### config.mk
export PLATFORM = sky130hd
export DESIGN_NAME = pong_score_fsm
export DESIGN_NICKNAME = d
export VERILOG_FILES = /design/src/rtl/pong_score_fsm.sv
export SDC_FILE = /design/constraint.sdc
export NUM_CORES = 1
export LEC_CHECK = 0
export ABC_CLOCK_PERIOD_IN_PS = 2900
export CAP_MARGIN = 10
export CORE_MARGIN = 3
export CORE_UTILIZATION = 52
export CTS_BUF_LIST = sky130_fd_sc_hd__clkbuf_4 sky130_fd_sc_hd__clkbuf_8
export CTS_CLUSTER_DIAMETER = 60
export DETAILED_ROUTE_END_ITERATION = 12
export GPL_ROUTABILITY_DRIVEN = 0
export PLACE_DENSITY = 0.84
export SLEW_MARGIN = 20
export SYNTH_ARGS = -nofsm -noshare
export SYNTH_HDL_FRONTEND = slang
export SYNTH_SLANG_ARGS = --single-unit
export TNS_END_PERCENT = 10
### constraint.sdc
create_clock -name game_clk -period 2.9 [get_ports game_clk]
set_input_delay 0.29 -clock game_clk [delete_from_list [all_inputs] [get_ports game_clk]]
set_output_delay 0.29 -clock game_clk [all_outputs]
set_load 0.02 [all_outputs]
### src/rtl/pong_score_fsm.sv
// Pong match controller: wall hit/miss decisions, scores and match sequencing.
// Define WIN_BY_TWO_EN so that a match only ends once the scorer also leads by two points.
//
// state | meaning
// ------+---------------------------------------------------------
// IDLE  | waiting for start; ball held
// SERVE | ball held and re-centred for SERVE_TICKS cycles
// PLAY  | ball free; wall contacts decide hit or miss
// POINT | pause for POINT_TICKS cycles after a point is scored
// OVER  | match finished; scores frozen until a start rising edge
module pong_score_fsm #(
    parameter int WIN_SCORE   = 7,
    parameter int SERVE_TICKS = 60,
    parameter int POINT_TICKS = 30,
    parameter int PADDLE_H    = 40
) (
    input  logic       game_clk,
    input  logic       reset,
    input  logic       start,
    input  logic [9:0] x_ball,
    input  logic [9:0] y_ball,
    input  logic [4:0] height_ball,
    input  logic [4:0] width_ball,
    input  logic [9:0] x_lwall,
    input  logic [9:0] x_rwall,
    input  logic [9:0] y_lpaddle,
    input  logic [9:0] y_rpaddle,
    output logic       ball_hold,
    output logic       serve_dir,
    output logic [3:0] score_l,
    output logic [3:0] score_r,
    output logic       hit_l,
    output logic       hit_r,
    output logic [2:0] state,
    output logic       winner
);

    typedef enum logic [2:0] {
        S_IDLE  = 3'd0,
        S_SERVE = 3'd1,
        S_PLAY  = 3'd2,
        S_POINT = 3'd3,
        S_OVER  = 3'd4
    } state_t;

    localparam int TMAX  = (SERVE_TICKS > POINT_TICKS) ? SERVE_TICKS : POINT_TICKS;
    localparam int CNT_W = (TMAX > 1) ? $clog2(TMAX) : 1;
    localparam logic [CNT_W-1:0] SERVE_LD = CNT_W'(SERVE_TICKS - 1);
    localparam logic [CNT_W-1:0] POINT_LD = CNT_W'(POINT_TICKS - 1);
    localparam logic [3:0]       WIN4     = 4'(WIN_SCORE);
    localparam logic [10:0]      PH11     = 11'(PADDLE_H);

    state_t           st, st_nx;
    logic [CNT_W-1:0] cnt, cnt_nx;
    logic [3:0]       score_l_nx, score_r_nx;
    logic             dir_nx, winner_nx, hit_l_nx, hit_r_nx;
    logic             win_pend, win_pend_nx;
    logic             cl_prev, cr_prev, start_prev;

    logic             cl, cr, ovl, ovr, cl_edge, cr_edge;
    logic [3:0]       l_inc, r_inc;
    logic             l_wins, r_wins;

    // 11-bit arithmetic so ball edge + size never wraps near the screen limit
    assign cl  = {1'b0, x_ball} <= {1'b0, x_lwall};
    assign cr  = ({1'b0, x_ball} + {6'b0, width_ball}) >= {1'b0, x_rwall};
    assign ovl = (({1'b0, y_ball} + {6'b0, height_ball}) > {1'b0, y_lpaddle}) &&
                 ({1'b0, y_ball} < ({1'b0, y_lpaddle} + PH11));
    assign ovr = (({1'b0, y_ball} + {6'b0, height_ball}) > {1'b0, y_rpaddle}) &&
                 ({1'b0, y_ball} < ({1'b0, y_rpaddle} + PH11));

    assign cl_edge = cl & ~cl_prev;
    assign cr_edge = cr & ~cr_prev;

    assign l_inc = (score_l == 4'hF) ? 4'hF : score_l + 4'd1;
    assign r_inc = (score_r == 4'hF) ? 4'hF : score_r + 4'd1;

    // Match outcome is decided when the point is scored, using pre-point scores,
    // so that a saturated 15-15 can still be told apart from a fresh 15-15.
`ifdef WIN_BY_TWO_EN
    assign l_wins = (l_inc >= WIN4) &&
                    (({1'b0, l_inc} >= ({1'b0, score_r} + 5'd2)) ||
                     (score_l == 4'hF && score_r == 4'hF));
    assign r_wins = (r_inc >= WIN4) &&
                    (({1'b0, r_inc} >= ({1'b0, score_l} + 5'd2)) ||
                     (score_l == 4'hF && score_r == 4'hF));
`else
    assign l_wins = l_inc >= WIN4;
    assign r_wins = r_inc >= WIN4;
`endif

    assign ball_hold = (st != S_PLAY);
    assign state     = st;

    always_ff @(posedge game_clk or negedge reset) begin
        if (!reset) begin
            st         <= S_IDLE;
            cnt        <= '0;
            score_l    <= 4'd0;
            score_r    <= 4'd0;
            serve_dir  <= 1'b0;
            winner     <= 1'b0;
            hit_l      <= 1'b0;
            hit_r      <= 1'b0;
            win_pend   <= 1'b0;
            cl_prev    <= 1'b0;
            cr_prev    <= 1'b0;
            start_prev <= 1'b0;
        end else begin
            st         <= st_nx;
            cnt        <= cnt_nx;
            score_l    <= score_l_nx;
            score_r    <= score_r_nx;
            serve_dir  <= dir_nx;
            winner     <= winner_nx;
            hit_l      <= hit_l_nx;
            hit_r      <= hit_r_nx;
            win_pend   <= win_pend_nx;
            cl_prev    <= cl;
            cr_prev    <= cr;
            start_prev <= start;
        end
    end

    always_comb begin
        st_nx       = st;
        cnt_nx      = cnt;
        score_l_nx  = score_l;
        score_r_nx  = score_r;
        dir_nx      = serve_dir;
        winner_nx   = winner;
        hit_l_nx    = 1'b0;
        hit_r_nx    = 1'b0;
        win_pend_nx = win_pend;
        case (st)
            S_IDLE: begin
                if (start) begin
                    st_nx  = S_SERVE;
                    cnt_nx = SERVE_LD;
                end
            end
            S_SERVE: begin
                if (cnt == '0) st_nx = S_PLAY;
                else           cnt_nx = cnt - CNT_W'(1);
            end
            S_PLAY: begin
                // left wall has priority when both contacts rise together
                if (cl_edge) begin
                    if (ovl) begin
                        hit_l_nx = 1'b1;
                    end else begin
                        score_r_nx  = r_inc;
                        dir_nx      = 1'b0;
                        win_pend_nx = r_wins;
                        st_nx       = S_POINT;
                        cnt_nx      = POINT_LD;
                    end
                end else if (cr_edge) begin
                    if (ovr) begin
                        hit_r_nx = 1'b1;
                    end else begin
                        score_l_nx  = l_inc;
                        dir_nx      = 1'b1;
                        win_pend_nx = l_wins;
                        st_nx       = S_POINT;
                        cnt_nx      = POINT_LD;
                    end
                end
            end
            S_POINT: begin
                if (cnt == '0) begin
                    if (win_pend) begin
                        st_nx     = S_OVER;
                        winner_nx = ~serve_dir;
                    end else begin
                        st_nx  = S_SERVE;
                        cnt_nx = SERVE_LD;
                    end
                end else begin
                    cnt_nx = cnt - CNT_W'(1);
                end
            end
            S_OVER: begin
                if (start && !start_prev) begin
                    score_l_nx  = 4'd0;
                    score_r_nx  = 4'd0;
                    win_pend_nx = 1'b0;
                    st_nx       = S_SERVE;
                    cnt_nx      = SERVE_LD;
                end
            end
            default: st_nx = S_IDLE;
        endcase
    end

endmodule

==> results.ini, run 1 <==
[drt]
via_per_inst=6.19
drc=0
routed_wl_um=12700
postRouteAntennaNets=0
drtIter0Drc=363
wl_per_cell_um=18.6
route.vias.total=4228
firstDrtPassIters=5

[timing]
fmax_mhz=288
finalCritPeriodShare=1.20
max_slew_margin=0.663
worstMarginPinSlew_ps=505
fin_skew_ps=10.8
rsz0062_at_grt=yes
finalSetupViolCount=19
fin_ws_ps=-567
period_minus_slack_ps=3470
finalHoldViolations=0
slew_violations=0

[global_routing]
grt_pass1_wl_um=18400
antenna_found_initial=0
track_usage=0.298
gr-total-overflow=0
grt_pass1_vias=4240
grt_start_max_net_pins=26

[cells_and_area]
diodes=0
drive_above_1_share=0.243
area_growth_pct=53.9
nFillCells=367
finalNetCount=755

[clock_network]
cts.clk_slew.worst_paths_ps=100
cts_sinks=25
cts_tree=built
cts_root_buffer=clkbuf_8
tritoncts.num_buffers=3
clock_latency_ps=280
htreeDepth=1
cts_max_path_buffers=2

[yosys]
synth-seq-cells=25
synthSimpleGateAreaFrac=0.187
synth_top_family_by_area=adder cells
yosys-mux-area-fraction=0.0103
synth.distinct_cells=61
netlist_instances=433
synthXorXnorAreaFrac=0.0721
avgSynthCellArea_um2=8.14
synth_fa_ha_area_frac=0.271
synth_compound_area_frac=0.221
synthFlopType=dfrtp_1
syn-num-nets=581
async_flop_share=1.00
yosysWarnings=0
netlist_area_um2=3520
synth_edf_count=0
synth-seq-area-share=0.178

[setup_path]
crit_fanout=4
startpoint_type=primary input
critPathArrivalTime_ps=3650
cp.required_ps=3080
worstSetupPathType=primary input to flop
end_kind=flop
r2r_setup_slack_ps=440

[placed_design]
preCtsSetupSlack_ps=-1050
hpwl_um=8660
io_buffers=88

[floorplanning]
fp.dieW_um=88.3
dieArea_um2=7800
chipHeight_um=88.3
pin_count=89
num_rows=29
placeableCoreArea_um2=6460
initial_core_util=0.546

[power]
cellPowerDensity_nw_per_um2=354
p_leak_nw=2.61
p_total_mw=1.92
peakVddDrop_uv=223

[run_status]
violations=setup timing
status=complete, but fails checks

[job]
maxCapViolCount=0

[hold_path]
hold_path.class=primary input to async pin

-- power breakdown --
group          switching, mW  internal, mW
sequential            0.0827         0.421
combinational          0.581         0.613
clock                  0.124        0.0978
total                  0.787          1.13
-- worst max-delay path, stage by stage --
cell and delay, ps:
dlygate4sd2_1 300, ha_4 300, o21ai_1 80, o21bai_1 230, nand4_1 210, xnor2_2 210
ha_1 350, nand4_1 170, or3_1 430, o21ai_2 100, a31o_4 140, a21oi_4 50
or2_4 260, a31oi_4 210, mux2_4 320
-- metal layers --
metal,vias up,GRT usage,wire length (µm)
met4,0,0.132,767
met2,284,0.561,6430
met3,100,0.0615,1010
met5,-,0,0
li1,1901,-,-
met1,1943,0.316,4510
-- placed cells by master, fill, tap and decap left out, drive strengths merged, types with 3 or more instances in the layout --
cell / Yosys / final
nor3: 6 / 6
a211o: 3 / 3
a211oi: 4 / 4
buf: 0 / 90
inv: 54 / 54
xor2: 9 / 9
nand3: 18 / 18
o21a: 4 / 4
a21oi: 36 / 36
nand4: 7 / 7
dfrtp: 25 / 25
nand2: 33 / 33
o21ai: 24 / 24
nor3b: 6 / 6
nand2b: 10 / 10
clkdlybuf4s50: 0 / 73
clkbuf: 4 / 4
a31oi: 4 / 4
and3: 4 / 4
clkdlybuf4s15: 0 / 3
a21o: 11 / 11
nor2: 28 / 28
o21bai: 3 / 3
xnor2: 20 / 20
nor2b: 7 / 7
ha: 73 / 73
or2: 3 / 3
dlygate4sd2: 0 / 6
-- logic make-up (layout without fill, tap and decap cells) --
logic type	count (synthesis)	in the layout
simple gates	131	131
compound gates	112	112
fa+ha+maj	75	75
buf+inv	58	231
xor+xnor	29	29
flops	25	25
mux	3	3
-- state kept, by name, summed over array words and instances, names as in the netlist --
signal and flops:
serve_dir 1, hit_r 1, cnt 6, score_r 4, state 3, hit_l 1
cr_prev 1, score_l 4, win_pend 1, cl_prev 1, start_prev 1, winner 1
-- repair_timing --
item	4_1_cts	5_1_grt
setup endpoints to repair	20	19
gates resized for setup	66	19
hold buffers	0	0
pin swaps	55	40
buffers inserted	12	7
-- cell usage after synthesis, types with 2 or more instances --
library cell,n,share of area
a211o_1,3,0.0075
a211oi_1,4,0.0085
a21o_1,11,0.023
a21oi_1,34,0.048
a2bb2oi_1,2,0.0050
a31oi_1,3,0.0053
and3_1,4,0.0071
clkbuf_1,4,0.0043
dfrtp_1,25,0.18
fa_1,2,0.011
ha_1,73,0.26
inv_1,54,0.058
nand2_1,33,0.035
nand2b_1,10,0.018
nand3_1,18,0.026
nand3b_1,2,0.0043
nand4_1,7,0.012
nor2_1,27,0.029
nor2b_1,7,0.012
nor3_1,6,0.0085
nor3b_1,6,0.013
nor4_1,2,0.0036
o2111ai_1,2,0.0050
o21a_1,4,0.0085
o21ai_0,21,0.030
o21ai_1,2,0.0028
o21bai_1,3,0.0064
o221ai_1,2,0.0050
or2_4,2,0.0050
or3_1,2,0.0036
xnor2_1,20,0.050
xor2_1,9,0.022
-- cell type report --
type,instances,area [µm²],share of cell area
flip-flops and latches,25,626,0.115
well taps,77,96.3,0.0178
inverters,54,203,0.0374
multi-input cells,350,2920,0.539
repair buffers,173,1530,0.282
clock inverters,1,7.51,0.00138
clock buffers,3,41.3,0.00762
-- final timing paths --
| check | cells past startpoint | startpoint | end |
|---|---|---|---|
| min in group game_clk | 2 | winner | winner |
| min | 2 | reset | start_prev |
| max reg2reg | 8 | cnt[0] | cnt[0] |
| min reg2reg | 2 | winner | winner |
| max in group asynchronous | 2 | reset | win_pend |
| max | 15 | y_ball[4] | cnt[0] |
-- stage by stage --
stage / cells / setup TNS [ps] / utilization / cell area [µm²] / hold slack (ps)
after global placement: 660 / -15380 / 0.775 / 5010 / 468
after floorplan: 433 / -2340 / - / 3550 / -5.59
final: 683 / -7640 / 0.839 / 5420 / 367
after CTS: 676 / -4040 / 0.819 / 5290 / 376
after detailed placement: 660 / -17830 / 0.775 / 5010 / 491
after global routing: 683 / -9520 / 0.839 / 5420 / 396
No activity file was read; power rests on OpenSTA's default activity.
==> run 2: changes to the inputs <==
Settings changed: ABC_CLOCK_PERIOD_IN_PS 2900 to 3000, CORE_UTILIZATION 52 to 47, PLACE_DENSITY 0.84 to 0.8.
Clock period 2.9 ns to 3 ns, I/O delays scaled along.
==> results.ini, run 2 (synthesis gave the netlist of run 1 again) <==
[run_status]
status=complete, but fails checks
violations=setup timing

[timing]
finalSetupViolCount=17  ; -2
fmax_mhz=300
rsz0062_at_grt=yes
slew_violations=0  ; unchanged
setup_tns_ps=-3780  ; +3860 ps
timing.hold.ws_ps=379  ; +12.0 ps
fin_ws_ps=-334  ; +233 ps
worstMarginPinSlew_ps=512  ; +7.21 ps
finalCritPeriodShare=1.11
fin_skew_ps=2.91  ; -7.88 ps
finalHoldViolations=0  ; unchanged
max_slew_margin=0.658  ; -0.00517
period_minus_slack_ps=3330

[cells_and_area]
nFillCells=463  ; +26%
final_cells=692  ; +1.3%
top_register=cnt
drive_above_1_share=0.245  ; +0.00239
finalNetCount=745  ; -1.3%
area_growth_pct=53.6
diodes=0  ; unchanged
fin_area_um2=5410  ; -0.21%
top_regs=cnt x6, score_l x4, score_r x4
largest_reg_flops=6  ; unchanged
layout_common_cells=clkdlybuf4s50_1, buf_4, ha_1

[power]
p_int_mw=1.09  ; -4.0%
power_frac_clock=0.111  ; -0.004
p_sw_frac=0.401  ; -0.00954
p_leak_nw=2.57  ; -1.5%
seqPwrFrac=0.271  ; +0.009
cellPowerDensity_nw_per_um2=335  ; -5.4%
peakVddDrop_uv=183  ; -18%
switchingPower_mw=0.726  ; -7.8%
power_frac_comb=0.617  ; -0.005

[global_routing]
gr-total-overflow=0  ; unchanged
grt_start_max_net_pins=26  ; unchanged
track_usage=0.249  ; -0.0490
grt_pass1_wl_um=17800  ; -3.5%
antenna_found_initial=0  ; unchanged
grt_pass1_vias=3983  ; -6.1%

[drt]
firstDrtPassIters=5  ; unchanged
routed_wl_um=11100  ; -13%
wl_per_cell_um=16.0  ; -14%
drc=0  ; unchanged
postRouteAntennaNets=0  ; unchanged
route.vias.total=3874  ; -8.4%
via_per_inst=5.60  ; -9.6%
drtIter0Drc=157  ; -57%

[placed_design]
hpwl_um=8530  ; -1.5%
dpl_cell_area_um2=4990  ; -0.42%
dp.cells=673  ; +2.0%
io_buffers=88  ; unchanged

[clock_network]
clock_latency_ps=270  ; about the same
cts_tree=built
tritoncts.num_buffers=3  ; unchanged
cts_root_buffer=clkbuf_8
cts_max_path_buffers=2  ; unchanged
cts.clk_slew.worst_paths_ps=90  ; about the same
cts_sinks=25  ; unchanged
htreeDepth=1  ; unchanged

[floorplanning]
fp.dieW_um=92.6  ; +4.8%
pin_count=89  ; unchanged
chipHeight_um=92.6  ; +4.8%
num_rows=30  ; +3.4%
initial_core_util=0.502  ; -0.0436
dieArea_um2=8570  ; +9.9%
placeableCoreArea_um2=7020  ; +8.7%

[setup_path]
end_kind=flop
worstSetupPathType=primary input to flop
crit_fanout=4  ; unchanged
critPathArrivalTime_ps=3490  ; -160 ps
startpoint_type=primary input
cp.required_ps=3160  ; +80 ps

[job]
maxCapViolCount=0  ; unchanged

[hold_path]
hold_path.class=primary input to async pin

## run 2: changes by cell type in the layout (fill, tap and decap cells not counted), sizes merged
cell	delta
dlygate4sd2	-3
buf	-6
clkinvlp	-1
clkinv	+1
clkdlybuf4s50	-1
## run 2: worst paths after layout
path                           startpoint       end  slack, ps  cells after the start
setup / recovery           height_ball[1]    cnt[2]       -330                     19
hold / removal                      reset  state[0]        380                      2
setup reg to reg                   cnt[0]    cnt[0]        620                      8
hold reg to reg                    winner    winner        490                      2
max in group asynchronous           reset   cl_prev       2370                      2
min in group game_clk              winner    winner        490                      2
## run 2: final cells by class
type	count	area, µm²	share of cell area
multi-input cells	350	2980	0.551
inverters	54	203	0.0375
clock inverters	1	5.00	0.000925
flip-flops and latches	25	626	0.116
repair buffers	163	1430	0.265
well taps	96	120	0.0222
clock buffers	3	41.3	0.00763
## run 2: timing repair
| action | 4_1_cts | 5_1_grt |
|---|---|---|
| setup endpoints to repair | 19 | 19 |
| hold buffers | 0 | 0 |
| pin swaps | 48 | 23 |
| setup buffers | 11 | 4 |
| resized for setup | 86 | 20 |
## run 2: per-stage QoR
stage,power [mW],worst slack [ps],utilization
after floorplan,1.06,-284,-
after global placement,1.42,-815,0.711
after detailed placement,1.48,-987,0.711
after CTS,1.76,-274,0.757
after global routing,1.94,-478,0.771
final,1.81,-334,0.771
## run 2: layer usage
metal,global-route usage,part of all wire,wire [µm]
met3,0.0496,0.059,652
met1,0.298,0.42,4620
met2,0.463,0.51,5670
met5,0,0,0
met4,0.0371,0.013,140
## run 2: power by group through the flow
stage | registers (mW) | logic, mW | clock network [mW]
6_report | 0.491 | 1.12 | 0.202
5_1_grt | 0.501 | 1.23 | 0.212
4_1_cts | 0.488 | 1.07 | 0.203
3_5_place_dp | 0.492 | 0.983 | 0
3_3_place_gp | 0.485 | 0.938 | 0
2_1_floorplan | 0.491 | 0.569 | 0
## run 2: worst max-delay path, stage by stage
cell and delay, ps:
buf_6 100, ha_4 220, a21o_1 180, a21oi_2 160, o21bai_1 110, a21oi_2 240
buf_4 170, xnor2_2 70, buf_4 140, ha_1 290, nand4_1 120, or3_4 350
o21ai_2 70, a31o_4 130, a21oi_4 60, or2_4 280, buf_4 140, a311oi_2 280
o2bb2ai_1 100
==> run 3: changes to the inputs <==
Settings changed: CAP_MARGIN 10 to 20, GPL_TIMING_DRIVEN from default to 0, HOLD_SLACK_MARGIN from default to 0.05.
==> results.ini, run 3 (synthesis gave the netlist of run 1 again) <==
[setup_path]
end_kind=flop
startpoint_type=primary input
worstSetupPathType=primary input to flop
cp.required_ps=3180  ; +20 ps
crit_fanout=6  ; +2
critPathArrivalTime_ps=3470  ; -20 ps

[power]
p_leak_nw=2.32  ; -10%
peakVddDrop_uv=220  ; +20%
cellPowerDensity_nw_per_um2=339  ; +1.1%

[placed_design]
hpwl_um=7740  ; -9.3%
io_buffers=88  ; unchanged
dpl_cell_area_um2=4550  ; -8.7%

[cells_and_area]
diodes=0  ; unchanged
layout_common_cells=clkdlybuf4s50_1, ha_1, inv_1
top_register=cnt
largest_reg_flops=6  ; unchanged
fin_area_um2=4950  ; -8.6%
nFillCells=538  ; +16%
mostFrequentLayoutCell=clkdlybuf4s50_1
area_growth_pct=40.4
drive_above_1_share=0.143  ; -0.102
top_regs=cnt x6, score_l x4, score_r x4
finalNetCount=694  ; -6.8%

[drt]
firstDrtPassIters=4  ; -1
drtIter0Drc=111  ; -29%
postRouteAntennaNets=0  ; unchanged
routed_wl_um=9680  ; -13%
via_per_inst=5.56  ; -0.60%
wl_per_cell_um=15.1  ; -5.7%
drc=0  ; unchanged
route.vias.total=3567  ; -7.9%

[floorplanning]
initial_core_util=0.502  ; unchanged
pin_count=89  ; unchanged
placeableCoreArea_um2=7020  ; unchanged
chipHeight_um=92.6  ; unchanged
num_rows=30  ; unchanged
dieArea_um2=8570  ; unchanged
fp.dieW_um=92.6  ; unchanged

[clock_network]
cts_root_buffer=clkbuf_8
tritoncts.num_buffers=3  ; unchanged
cts_sinks=25  ; unchanged
htreeDepth=1  ; unchanged
clock_latency_ps=280  ; about the same
cts_max_path_buffers=2  ; unchanged
cts_tree=built
cts.clk_slew.worst_paths_ps=100  ; about the same

[global_routing]
antenna_found_initial=0  ; unchanged
track_usage=0.227  ; -0.0214
grt_start_max_net_pins=26  ; unchanged
gr-total-overflow=0  ; unchanged
grt_pass1_vias=3665  ; -8.0%
grt_pass1_wl_um=16300  ; -8.5%

[timing]
slew_violations=0  ; unchanged
max_slew_margin=0.611  ; -0.0467
finalCritPeriodShare=1.10  ; -0.0149
worstMarginPinSlew_ps=583  ; +70.7 ps
fin_ws_ps=-290  ; +44.6 ps
timing.hold.ws_ps=501  ; +122 ps
fmax_mhz=304  ; +1.4%
rsz0062_at_grt=yes
finalHoldViolations=0  ; unchanged
finalSetupViolCount=17  ; unchanged
period_minus_slack_ps=3290  ; -44.6 ps
fin_skew_ps=13.9  ; +11.0 ps

[hold_path]
hold_path.class=primary input to flop

[run_status]
status=complete, but fails checks
violations=setup timing

[job]
maxCapViolCount=0  ; unchanged

## run 3: final timing paths
check	from	end	slack, ps	depth (start not counted)
worst min-delay path	start	start_prev	500	1
worst max-delay path	y_ball[5]	cnt[0]	-290	14
worst max register to register	cnt[0]	cnt[5]	510	9
worst min register to register	winner	winner	540	2
min in group asynchronous	reset	cnt[0]	560	2
max in group asynchronous	reset	score_l[3]	2050	2
## run 3: final cells by class
type	count	area [µm²]	share of cell area
clock buffers	3	41.3	0.00835
multi-input cells	350	2910	0.588
plain buffers	4	15.0	0.00303
repair buffers	108	1020	0.207
flip-flops and latches	25	626	0.126
well taps	96	120	0.0243
clock inverters	1	7.51	0.00152
inverters	54	203	0.0410
## run 3: worst max-delay path, stage by stage
cell	delay, ps
clkdlybuf4s50_1	670
nand2_1	130
nor2_2	210
nand3_2	120
xnor2_2	170
ha_1	330
nand4_1	100
or3_1	370
o21ai_2	80
a31o_4	140
a21oi_4	60
or2_4	240
a31oi_4	240
mux2_4	320
## run 3: timing repair
item                       CTS  global route
gates cloned                 0             0
hold buffers                 0             1
setup buffers               17             2
pin swaps                   41            22
setup endpoints to repair   19            19
resized for setup           75            17
hold endpoints to repair     0             4
## run 3: per-layer routing
metal	GRT usage	routed length, µm
met1	0.286	4210
met2	0.408	4880
met3	0.0349	479
met4	0.0470	108
met5	0	0
## run 3: report_power, final
part / switching (mW) / internal (mW) / total [mW] / leakage, nW
clock: 0.120 / 0.0946 / 0.214 / 0.0217
sequential: 0.0747 / 0.407 / 0.481 / 0.315
combinational: 0.476 / 0.505 / 0.980 / 1.98
## run 3: stage by stage
| step | instances | total power [mW] | worst slack [ps] | utilization | TNS (ps) |
|---|---|---|---|---|---|
| CTS | 638 | 1.65 | -274 | 0.696 | -2650 |
| detailed placement | 617 | 1.36 | -1270 | 0.648 | -18100 |
| global route | 641 | 1.82 | -424 | 0.705 | -5060 |
| floorplan | 433 | 1.06 | -284 | - | -1090 |
| global placement | 617 | 1.32 | -1200 | 0.648 | -16910 |
| finish | 641 | 1.68 | -290 | 0.705 | -2660 |
==> RTL change 1 (config.mk and constraints of run 1) <==
The output `hit_r` loses its register stage (`hit_r` becomes a continuous assignment).
--- a/src/rtl/pong_score_fsm.sv
+++ b/src/rtl/pong_score_fsm.sv
@@ -103,3 +103,2 @@
             hit_l      <= 1'b0;
-            hit_r      <= 1'b0;
             win_pend   <= 1'b0;
@@ -116,3 +115,2 @@
             hit_l      <= hit_l_nx;
-            hit_r      <= hit_r_nx;
             win_pend   <= win_pend_nx;
@@ -123,2 +121,4 @@
     end
+
+    assign hit_r = hit_r_nx;
 
Behaviour: same outputs for any inputs over 10 cycles, from zero or initial values and one cycle with reset low; that may be too few to reach the edited logic, so the function may still have changed.
==> RTL change 1 against run 1 <==
  * The run still ends with negative setup slack left
  * Largest cell class unchanged
  * Count of clock-buffer cells in the layout rose by 1
  * Final area rose by 6.8%
  * Routed wire length rose by 12%
  * Die area rose by 2.1%
  * Worst setup slack improved by 0.11 ns
  * Clock skew fell by 0.0084 ns
  * Total power rose by 8.9%
  * Sequential cell count fell by 1
  * Synthesized area rose by 2.3%
  * Critical endpoint is now win_pend$_DFFE_PN0P_
  * Critical path type unchanged
==> RTL change 1: results (changes against run 1) <==
The final worst-path setup slack is -0.458 ns (was -0.567 ns). The critical path startpoint is y_ball[1] (was y_ball[4]). Failing checks: negative setup slack (unchanged). The overall via count from detail_route came to 4384 (was 4228). Status: finished with violations (unchanged). The power dissipated in combinational cells is 1340 uW (was 1190 uW). The largest net degree at the start of global routing came out at 25 (was 26). The ratio of cells with drive above 1 in the final layout came to 0.300 (was 0.243).

The number of distinct library cells after synthesis is 65 (was 61). The first-pass GRT wire length came out at 20100 um (was 18400 um). The sequential-to-total area share from yosys stat came out at 0.167 (was 0.178). The launch instance of the worst register-to-register path was state[0]$_DFFE_PN0P_ (was cnt[0]$_DFFE_PN0P_).

The estimated wirelength of the detail-placed design came out at 9570 um (was 8660 um). Synth cell count leaders: sky130_fd_sc_hd__ha_1, sky130_fd_sc_hd__inv_1, sky130_fd_sc_hd__a21oi_1, sky130_fd_sc_hd__nand2_1, sky130_fd_sc_hd__nor2_1 (was sky130_fd_sc_hd__ha_1, sky130_fd_sc_hd__inv_1, sky130_fd_sc_hd__a21oi_1). The cell-internal power was 1210 uW (was 1130 uW). The length of routed wiring on met1 is 5070 um (was 4510 um). The maximum cell stage delay along the critical path is 0.30 ns (was 0.43 ns). The overall global routing resource usage is 0.318 (was 0.298). The peak supply drop was 657 uV (was 223 uV). The number of buffers inserted by post-CTS setup repair was 7 (was 12). The minimum setup slack among reg-to-reg paths came to 0.69 ns (was 0.44 ns). The part of the total power dissipated in the clock network was 0.113 (was 0.115). The final net count came to 780 (was 755). The worst clock skew came out at 0.00235 ns (was 0.0108 ns).

The total of endpoints with negative setup slack in the final report is 19 (unchanged). The area fraction in compound gates after synthesis came out at 0.251 (was 0.221). The wire length on met2 is 7330 um (was 6430 um).
-- RTL change 1: changes by cell type in the layout (fill, tap and decap cells not counted), sizes merged, moves of 3 or more --
cell and delta:
clkdlybuf4s50 -6, o22ai +4, nand3 -10, o211ai +6
buf +18, nor3 +6, xnor2 -3, a2bb2oi +3
nor3b -4, a211oi +3, and3 +4, inv +5
o31a +3, a21oi -5
-- RTL change 1: metrics by stage --
stage	hold WS [ns]	std cells	power [uW]	setup slack (ns)	TNS, ns
final	0.368	708	2090	-0.458	-6.01
after global routing	0.385	708	2220	-0.556	-8.31
after CTS	0.381	706	1980	-0.362	-4.56
after detailed placement	0.528	696	1670	-1.23	-19.43
after global placement	0.471	696	1610	-1.02	-16.36
after floorplan	-0.00559	443	1160	-0.300	-2.58
-- RTL change 1: layout make-up --
class | instances | area [sq um]
Clock buffer | 4 | 55.1
Fill cell | 287 | 742
Inverter | 59 | 221
Multi-Input combinational cell | 355 | 3150
Sequential cell | 24 | 601
Tap cell | 77 | 96.3
Timing Repair Buffer | 189 | 1660
==> RTL change 2 (settings of run 1) <==
Made on the original files. The option `WIN_BY_TWO_EN` is turned on by a define.
--- a/src/rtl/pong_score_fsm.sv
+++ b/src/rtl/pong_score_fsm.sv
@@ -10,2 +10,4 @@
 // OVER  | match finished; scores frozen until a start rising edge
+`define WIN_BY_TWO_EN
+
 module pong_score_fsm #(
Behaviour: same outputs for any inputs over 10 cycles, from zero or initial values and one cycle with reset low; that may be too few to reach the edited logic, so the function may still have changed.
==> RTL change 2 against run 1 <==
  * The flow still finishes with violations (negative setup slack)
  * Sequential share of layout area down 0.37 points
  * Critical path depth up 1
  * Count of clock-buffer cells in the layout unchanged
  * Combinational power up 28%
  * Global-route usage down 1.6 points
  * Synthesized cell count up 5.3%
  * Total power up 19%
  * Register-to-register slack worse by 0.26 ns
  * Synthesized area up 6.4%
  * Final area up 3.3%
  * Highest routed layer unchanged
  * Sequential cell count unchanged
  * Worst setup slack better by 0.19 ns
  * Fmax up 5.7%
  * Routed wire length down 12%
==> RTL change 2: results (changes against run 1) <==
The final net count is 792 (was 755). The peak supply drop is 292 uV (was 223 uV). The overall global routing resource usage came out at 0.282 (was 0.298).

Failing checks: negative setup slack (unchanged). The detailed-routed wire length on met3 came to 553 um (was 1010 um). The number of cells in the design after placement is 710 (was 660). The instance area at placement came to 0.00532 sq mm (was 0.00501 sq mm). The largest fanout of any net on the critical path was 6 (was 4).

Synth top area cells: sky130_fd_sc_hd__ha_1, sky130_fd_sc_hd__dfrtp_1, sky130_fd_sc_hd__inv_1 (unchanged). The number of inserted filler cells in the final layout was 464 (was 367). The pre-CTS setup slack is -1.06 ns (was -1.05 ns). The family of cells with the greatest summed delay on the critical path is compound AO/OA/AOI/OAI gates (was simple AND/OR/NAND/NOR gates). The met2 usage is 0.518 (was 0.561). The routing usage on met1 came out at 0.334 (was 0.316).

The wire length on met2 is 5610 um (was 6430 um). The first-pass GRT wire length came out at 19700 um (was 18400 um). The ratio of cells with drive above 1 in the final layout is 0.229 (was 0.243).

The via count of the first global-routing pass is 4466 (was 4240). The total of endpoints with negative setup slack in the final report came out at 18 (was 19). The final worst-path setup slack came out at -0.381 ns (was -0.567 ns). The worst-path cell with the longest stage delay is sky130_fd_sc_hd__fa_2 (was sky130_fd_sc_hd__or3_1).

The met3 track utilization from global routing is 0.0358 (was 0.0615). The depth of the worst register-to-register path came out at 12 (was 8). Status: finished with violations (unchanged). The cell count after synthesis was 456 (was 433). The leakage dissipation is 0.00283 uW (was 0.00261 uW).

The overall via count from detail_route is 4066 (was 4228). The number of distinct library cells after synthesis is 59 (was 61). The first-pass iteration count of the detailed router came out at 4 (was 5). The sequential-to-total area share from yosys stat was 0.167 (was 0.178).

The worst clock skew came out at 0.00882 ns (was 0.0108 ns). The filler-free cell count of the finished design came out at 728 (was 683). The routed wire length is 11200 um (was 12700 um). The summed negative setup slack over all endpoints came to -5.10 ns (was -7.64 ns). The length of routed wiring on met1 came to 4570 um (was 4510 um).

The headroom to the max-slew limit came to 0.616 (was 0.663). The dominant synthesized flop cell was sky130_fd_sc_hd__dfrtp_1 (unchanged). The data arrival time of the critical path was 3.45 ns (was 3.65 ns).
[RTL change 2: changes by cell type after synthesis, sizes merged, moves of 4 or more]
cell   change
ha        +11
nand3      -8
and2       +6
inv        +5
nor2       +5
nor3b      -5
a21oi      -4
a22o       +4
[RTL change 2: kinds of logic after synthesis]
kind of cell | count (synthesis) | share of synthesized area
AO/OA/AOI/OAI | 114 | 0.217
XOR/XNOR | 29 | 0.0678
adder cells (fa/ha/maj) | 86 | 0.291
buffers and inverters | 63 | 0.0651
flip-flops | 25 | 0.167
multiplexers | 4 | 0.0117
AND/OR/NAND/NOR | 135 | 0.181
[RTL change 2: layout make-up]
class	instances	area share
multi-input cells	368	0.547
well taps	96	0.0214
inverters	59	0.0395
repair buffers	176	0.272
clock inverters	1	0.000894
clock buffers	3	0.00737
flip-flops and latches	25	0.112
[RTL change 2: path summary, 6_finish.rpt]
path	slack [ns]	from	to
setup / recovery	-0.38	y_ball[0]	cnt[2]$_DFFE_PN0P_
hold / removal	0.37	reset	cnt[5]$_DFFE_PN0P_
setup reg to reg	0.18	score_r[0]$_DFFE_PN0P_	win_pend$_DFFE_PN0P_
hold reg to reg	0.52	winner$_DFFE_PN0P_	winner$_DFFE_PN0P_
max in group asynchronous	2.27	reset	score_l[1]$_DFFE_PN0P_
min in group game_clk	0.52	winner$_DFFE_PN0P_	winner$_DFFE_PN0P_
[RTL change 2: repair_timing]
item / 4_1_cts / 5_1_grt
resized for setup: 63 / 8
buffers inserted: 12 / 2
pin swaps: 40 / 12
setup endpoints to repair: 20 / 19
[RTL change 2: report_power, final]
group | switching [uW] | internal [uW] | total (uW)
registers | 113 | 439 | 552
logic | 727 | 798 | 1520
clock network | 113 | 96.2 | 209
